===== src/rtl/btn_event_encoder_pkg.sv =====
// Shared key/FSM definitions for the button event encoder.
// Holds the key count, value code width, FSM encoding and key-priority helpers.
package btn_event_encoder_pkg;

    localparam int KEY_COUNT = 11;
    localparam int VALUE_W   = 4;

    typedef logic [1:0]           state_t;
    typedef logic [KEY_COUNT-1:0] key_vec_t;
    typedef logic [VALUE_W-1:0]   key_code_t;

    localparam state_t ST_IDLE    = 2'd0;
    localparam state_t ST_HELD    = 2'd1;
    localparam state_t ST_LOCKOUT = 2'd2;

    // Key i maps to code i+1 so that code 0 can mean "nothing captured".
    function automatic key_code_t lowest_key_code(input key_vec_t keys);
        key_code_t code;
        code = '0;
        for (int i = KEY_COUNT - 1; i >= 0; i--) begin
            if (keys[i]) begin
                code = VALUE_W'(i + 1);
            end
        end
        return code;
    endfunction

    function automatic key_vec_t lowest_key_mask(input key_vec_t keys);
        return keys & (~keys + KEY_COUNT'(1));
    endfunction

endpackage


===== src/rtl/btn_debounce_bit.sv =====
// One-key conditioner: 2-flop synchronizer, tick-paced sample shift register
// and the resulting debounced level.
module btn_debounce_bit #(
    parameter int DEB_SAMPLES = 4
) (
    input  logic clk_1mhz,
    input  logic rst,
    input  logic tick,
    input  logic btn_raw,
    output logic deb_level
);

    logic                   sync1_q, sync1_d;
    logic                   sync2_q, sync2_d;
    logic [DEB_SAMPLES-1:0] samples_q, samples_d;
    logic                   deb_q, deb_d;

    // The level only moves once the whole sample window agrees.
    always_comb begin
        sync1_d   = btn_raw;
        sync2_d   = sync1_q;
        samples_d = samples_q;
        deb_d     = deb_q;
        if (tick) begin
            samples_d = (samples_q << 1) | DEB_SAMPLES'(sync2_q);
            if (&samples_d) begin
                deb_d = 1'b1;
            end else if (~|samples_d) begin
                deb_d = 1'b0;
            end
        end
    end

    always_ff @(posedge clk_1mhz) begin
        if (rst) begin
            sync1_q   <= 1'b0;
            sync2_q   <= 1'b0;
            samples_q <= '0;
            deb_q     <= 1'b0;
        end else begin
            sync1_q   <= sync1_d;
            sync2_q   <= sync2_d;
            samples_q <= samples_d;
            deb_q     <= deb_d;
        end
    end

    assign deb_level = deb_q;

endmodule


===== src/rtl/btn_event_encoder.sv =====
// Keypad front end: debounces 11 keys and reports one captured key at a time,
// requiring a full release of every key before the next capture.
module btn_event_encoder
    import btn_event_encoder_pkg::*;
#(
    parameter int TICK_DIV    = 1000,
    parameter int DEB_SAMPLES = 4
) (
    input  logic                 clk_1mhz,
    input  logic                 rst,
    input  logic [KEY_COUNT-1:0] btn_in,
    output logic                 button_pressed,
    output logic [VALUE_W-1:0]   button_value,
    output logic [KEY_COUNT-1:0] deb_state
);

    localparam int CNT_W = (TICK_DIV > 1) ? $clog2(TICK_DIV) : 1;

    logic [CNT_W-1:0] tick_cnt_q, tick_cnt_d;
    logic             tick;

    always_comb begin
        tick       = (tick_cnt_q == CNT_W'(TICK_DIV - 1));
        tick_cnt_d = tick ? '0 : tick_cnt_q + CNT_W'(1);
    end

    always_ff @(posedge clk_1mhz) begin
        if (rst) begin
            tick_cnt_q <= '0;
        end else begin
            tick_cnt_q <= tick_cnt_d;
        end
    end

    for (genvar k = 0; k < KEY_COUNT; k++) begin : g_key
        btn_debounce_bit #(
            .DEB_SAMPLES(DEB_SAMPLES)
        ) u_deb (
            .clk_1mhz (clk_1mhz),
            .rst      (rst),
            .tick     (tick),
            .btn_raw  (btn_in[k]),
            .deb_level(deb_state[k])
        );
    end

    state_t    state_q, state_d;
    logic      pressed_q, pressed_d;
    key_code_t value_q, value_d;
    key_vec_t  key_mask_q, key_mask_d;

    // The captured key is kept one-hot so HELD can watch just that key.
    always_comb begin
        state_d    = state_q;
        value_d    = value_q;
        key_mask_d = key_mask_q;
        case (state_q)
            ST_IDLE: begin
                if (|deb_state) begin
                    state_d    = ST_HELD;
                    value_d    = lowest_key_code(deb_state);
                    key_mask_d = lowest_key_mask(deb_state);
                end
            end
            ST_HELD: begin
                if (~|(deb_state & key_mask_q)) begin
                    state_d = ST_LOCKOUT;
                end
            end
            ST_LOCKOUT: begin
                if (~|deb_state) begin
                    state_d = ST_IDLE;
                end
            end
            default: state_d = ST_IDLE;
        endcase
        pressed_d = (state_d == ST_HELD);
    end

    always_ff @(posedge clk_1mhz) begin
        if (rst) begin
            state_q    <= ST_IDLE;
            pressed_q  <= 1'b0;
            value_q    <= '0;
            key_mask_q <= '0;
        end else begin
            state_q    <= state_d;
            pressed_q  <= pressed_d;
            value_q    <= value_d;
            key_mask_q <= key_mask_d;
        end
    end

    assign button_pressed = pressed_q;
    assign button_value   = value_q;

endmodule


===== config.mk =====
export PLATFORM = sky130hd
export DESIGN_NAME = btn_event_encoder
export DESIGN_NICKNAME = d
export VERILOG_FILES = /design/src/rtl/btn_event_encoder_pkg.sv /design/src/rtl/btn_debounce_bit.sv /design/src/rtl/btn_event_encoder.sv
export SDC_FILE = /design/constraint.sdc
export NUM_CORES = 1
export LEC_CHECK = 0
export CELL_PAD_IN_SITES_DETAIL_PLACEMENT = 1
export CELL_PAD_IN_SITES_GLOBAL_PLACEMENT = 1
export CORE_UTILIZATION = 47
export CTS_CLUSTER_SIZE = 12
export DETAILED_ROUTE_END_ITERATION = 10
export MAX_ROUTING_LAYER = met4
export PLACE_DENSITY_LB_ADDON = 0.1
export SYNTH_ARGS = -nofsm -noshare
export SYNTH_HDL_FRONTEND = slang
export SYNTH_SLANG_ARGS = --single-unit

===== constraint.sdc =====
create_clock -name clk_1mhz -period 5.79 [get_ports clk_1mhz]
set_clock_uncertainty 0.1 [all_clocks]
set_input_delay 0.579 -clock clk_1mhz [delete_from_list [all_inputs] [get_ports clk_1mhz]]
set_output_delay 0.579 -clock clk_1mhz [all_outputs]
set_load 0.1 [all_outputs]

### Word-level counts from Yosys, hierarchy flattened

Cells that the tools add are included.

* register bits: 94
* input bits: 13

* bitwise gates (word level): 14
* muxes and demuxes: 37
* $add $sub $neg: 2
* eq/ne operators: 15
* reduce and logical (&&, ||, !) cells: 38

Operator list (count)
* $mux 4: 11
* $or 4x1->4: 11
* $reduce_and 4->1: 11
* $reduce_or 4->1: 11
* $reduce_and 2->1: 12
* $and 11x11->11: 2
* $mux 1: 22
* $ne 2x1->1 const B: 11
* $reduce_or 11->1: 2
* $add 11x1->11 const B: 1
* $not 11->11: 1
* $add 10x1->10 const B: 1
* $eq 10x10->1 const B: 1
* $mux 2: 3
* $pmux 2 s3: 1
* $eq 2x1->1 const B: 2
* $eq 2x2->1 const B: 1
* $logic_not 2->1: 1
* $reduce_or 2->1: 1

### Logic depth before layout (Yosys ltp)

* depth after elaboration: 11
* mapped depth: 7
* mapped depth without buffers: 5

### Modules after synthesis

From an unflattened synthesis, not the netlist that was laid out.

* cell total of the unflattened synthesis: 349
* area total of the unflattened synthesis: 3519.6 µm²

Modules (own cells, without submodules)
* btn_debounce_bit: times used 11, cells each 18, area an instance 202.7 µm², sequential area each 120.1 µm²
* btn_event_encoder: times used 1, cells each 151, area an instance 1290.0 µm², sequential area each 560.5 µm²

### Least setup slack after synthesis

No wires, ideal clock.

* kind: reg-to-reg
* from: register tick_cnt_q[0]
* to: register g_key[0].u_deb.deb_q
* arrival: 1726 ps
* stages on the path, launching flop included: 8
* data required time: 5558 ps
* path slack: 3831 ps
* period minus slack after synthesis: 1959 ps
* cell sequence: dfxtp_1 > ha_1 > nand4b_1 > or3_1 > clkbuf_1 > clkbuf_1 > o41ai_1 > a21oi_1

* longest elaborated chain between the ends: 2

Ends and longest elaborated chain
* start: declaration: line btn_event_encoder.sv:19 `logic [CNT_W-1:0] tick_cnt_q, tick_cnt_d;`
* start signal: assignment: line btn_event_encoder.sv:31 `tick_cnt_q <= tick_cnt_d;`
* $eq 10x10->1: line btn_event_encoder.sv:23 `tick = (tick_cnt_q == CNT_W'(TICK_DIV - 1));`
* $reduce_and 2->1 (no line)
* end signal: assignment: line btn_debounce_bit.sv:39 `deb_q <= 1'b0;`
* end signal: assignment: line btn_debounce_bit.sv:44 `deb_q <= deb_d;`
* end: declaration: line btn_debounce_bit.sv:16 `logic deb_q, deb_d;`

Every way passes these cells.
A chain may end at the register's enable or synchronous reset.

### Final worst setup path

* from: register g_key[1].u_deb.deb_q
* to: output port deb_state[1]

RTL lines
* start: declaration: line btn_debounce_bit.sv:16
* start signal: assignment: line btn_debounce_bit.sv:39
* start signal: assignment: line btn_debounce_bit.sv:44
* end: declaration: line btn_event_encoder.sv:14 `output logic [KEY_COUNT-1:0] deb_state`

No word-level cell between the ends.

==> impl_results.md <==
- Final Cycle Share: 49.4%
- Ratio of total power to cell area: 277 nW/µm²
- Overall power of the completed layout: 1.14 mW
- Top cells by area, synth: sky130_fd_sc_hd__dfxtp_1 51%, sky130_fd_sc_hd__nand2_1 8.6%, sky130_fd_sc_hd__a21oi_1 7.4%, sky130_fd_sc_hd__nor2b_1 3.9%, sky130_fd_sc_hd__nand3_1 2.9%
- Relative contribution of the clock network to total power: 39.7%
- Capturing element type of the critical path: output pin
- Clock H-tree levels: 3
- Final Hold Fails: 0
- Worst hold-check slack: 0.345 ns
- Antenna diode count: 0
- Synthesized instance count: 429
- Number of nets in the layout: 446
- Number of buffer cells added on primary ports: 28
- Quantity of hold-fixing buffers added after cts: 0
- Vias after detailed routing: 3026
- Worst slew pin tran: 0.980 ns
- Critical path buffer and inverter count: 1
- Initial antenna violation count: 0
- Clock tree from TritonCTS: yes
- Cell type group with the largest total delay on the critical path: buffers and inverters
- Post-layout utilization of the core: 55.5%
- Largest driver fanout on the critical path: 9
- Initial standard-cell utilization of the core: 49.6%
- Proportion of synthesized chip area in sequential cells: 51.3%
- Share of layout cells above drive strength 1: 5.95%
- Hold crit path type: reg2reg
- Layout overhead on the synthesized area: 11.9%
- Cell types with the highest counts after synthesis: 94 x sky130_fd_sc_hd__dfxtp_1, 84 x sky130_fd_sc_hd__nand2_1, 54 x sky130_fd_sc_hd__a21oi_1
- CP Cell Sequence: clkdlybuf4s50_1
- Switching power share of the total: 21.8%
- Part of the power in registers: 58.0%
- Via/cell ratio: 5.65
- Peak VDD IR: 0.116 mV
- Critical path startpoint category: flip-flop
- Net switching power: 248 µW
- Setup repair after global routing missed its margin: no
- Final routed wirelength across all metal layers: 8680 µm
- Drt first-iter violations: 135
- Number of iterations in the first detailed-routing pass: 4
- Fraction of synthesized cell area taken by the top area cell type: 51.3%
- Crit Path Class: reg2out
- Post-synth top area cell: sky130_fd_sc_hd__dfxtp_1
- Post-placement cell count: 520
- Die Y: 90.4 µm
- Clock slew seen by the registers of the worst setup and hold paths: 0.09 ns
- Total DRC errors in the routed layout: 0
- # Max-Cap Violations: 0
- Remaining max-slew budget at the tightest pin: 34.5%
- Highest cell delay on the worst timing path: 1.22 ns
- Synthesis Warnings: 0
- Clk buf depth: 2
- Site row count: 31
- Status: finished, final reports clean
- Total Routing Usage GR: 22.9%
- Clock latency at the later pin of the worst-skew pair: 0.35 ns
- Setup Viol. Count Final: 0
- Number of sinks driven by the clock tree: 94
- Mapped cell area: 3670 µm²
- Final ANT Viol Nets: 0
- Number of standard cells in the layout, taps in and fillers out: 536
- Placer's final routability congestion estimate: 0.750
- Global-route wire length before repair: 14500 µm
- FF+latch count, synth: 94
- Int Pwr: 891 µW
- Net Count, Synth: 443
- Number of synthesized flops with an enable pin: 0
- Post-synthesis cell type count: 39
- Most used DFF post-synth: sky130_fd_sc_hd__dfxtp_1
- Number of pins with negative max-slew slack in the final report: 0
- Pleak: 1.29 nW
- Remaining global-route overflow: 0
- Library cell used as clock root buffer: sky130_fd_sc_hd__clkbuf_8
- Crit path required time: 5.11 ns
- Mean instance size in the synthesized netlist: 8.56 µm²
- Die area: 8170 µm²
- Resize count post-CTS: 0
- I/O pin cnt: 29
- Most used standard cell by instance count after synthesis: sky130_fd_sc_hd__dfxtp_1
- Async S/R FF share, synth: 0%
- Placed wire-length estimate after detailed placement: 5500 µm
- Filler Cells Inserted: 884
- Max Fclk: 0.350 GHz
- Floorplan core area: 7410 µm²
- Die X: 90.4 µm
- Setup Buffers After CTS: 0
- Setup TNS after final layout: 0 ns
- Standard cell with the maximum stage delay on the critical path: sky130_fd_sc_hd__clkdlybuf4s50_1
- Maximum number of pins on one net before global-route repair: 93
- Cts bufs inserted: 9
- Crit path time final: 2.86 ns
- Logic gate share of total power: 2.4%
- Via count of the first global-routing pass: 2971
- Worst endpoint data arrival time: 2.18 ns
- Wire length per cell: 16.2 µm
[cells by family (layout without fill, tap and decap cells)]
group	after synthesis	in the layout	share of synthesized area, %
AO/OA/AOI/OAI	97	97	16.3
XOR/XNOR	8	8	1.91
AND/OR/NAND/NOR	186	186	24.4
adder cells (fa/ha/maj)	1	1	0.341
buffers and inverters	43	51	5.76
flip-flops	94	94	51.3
[per-stage QoR]
step / instance area (µm²) / setup slack (ns)
finish: 4110 / 2.93
global route: 4110 / 2.79
CTS: 4110 / 2.92
detailed placement: 3900 / 3.10
global placement: 3900 / 3.24
floorplan: 3670 / 3.83
[flip-flops by register name, indices dropped and copies added, names as in the netlist]
register and flops:
button_pressed 1, g_key.u_deb.sync2_q 11, g_key.u_deb.deb_level 11, tick_cnt_q 10, g_key.u_deb.sync1_q 11, key_mask_q 11, state_q 2, button_value 4
g_key.u_deb.samples_q 33
[power by group through the flow]
stage | clock network (mW) | registers [mW] | logic [mW]
after global routing | 0.491 | 0.662 | 0.0302
after floorplan | 0 | 0.674 | 0.0164
after global placement | 0 | 0.675 | 0.0267
final | 0.452 | 0.661 | 0.0270
after CTS | 0.461 | 0.661 | 0.0272
after detailed placement | 0 | 0.676 | 0.0272
[worst paths after layout]
path                                                            start                                  endpoint  slack, ns  cells after the start
worst max-delay path            g_key[1].u_deb.deb_level$_SDFFE_PP0P_                              deb_state[1]       2.93                      1
worst min-delay path                g_key[5].u_deb.sync1_q$_SDFF_PP0_         g_key[5].u_deb.sync2_q$_SDFF_PP0_       0.34                      1
worst max register to register               tick_cnt_q[0]$_SDFF_PP0_  g_key[1].u_deb.samples_q[1]$_SDFFE_PP0P_       3.02                      6
worst min register to register      g_key[5].u_deb.sync1_q$_SDFF_PP0_         g_key[5].u_deb.sync2_q$_SDFF_PP0_       0.34                      1
[routing by layer]
metal	track usage [%]	up-vias	wire length [µm]	share of wire [%]
met5	-	-	0	0
met4	9.01	0	106	1.2
met3	3.03	13	180	2.1
met2	36.5	42	4260	49
met1	29.5	1478	4130	48
li1	-	1493	-	-
[cells in the final DEF (no fill, tap or decap), drive strengths merged, types with 3 or more instances in the layout]
| master | Yosys | routed |
|---|---|---|
| dfxtp | 94 | 94 |
| clkdlybuf4s50 | 0 | 27 |
| inv | 4 | 5 |
| nor4 | 11 | 11 |
| nor3 | 16 | 16 |
| a22oi | 4 | 4 |
| clkbuf | 24 | 11 |
| or4 | 3 | 3 |
| xnor2 | 6 | 6 |
| nor2 | 12 | 12 |
| o21ai | 14 | 14 |
| nand2 | 84 | 84 |
| buf | 15 | 4 |
| nand3 | 21 | 21 |
| o41ai | 12 | 12 |
| nand4 | 5 | 5 |
| nand4b | 4 | 4 |
| a21oi | 54 | 54 |
| nor2b | 23 | 23 |
[cell type report]
cell class	count	area, µm²	share of cell area [%]
clock buffer	11	151	3.68
clock inverter	5	56.3	1.37
inverter	4	15.0	0.365
multi-input combinational	292	1580	38.5
sequential	94	1880	45.8
tap	99	124	3.01
timing repair buffer	31	298	7.25
(Power assumes the default switching activity.)
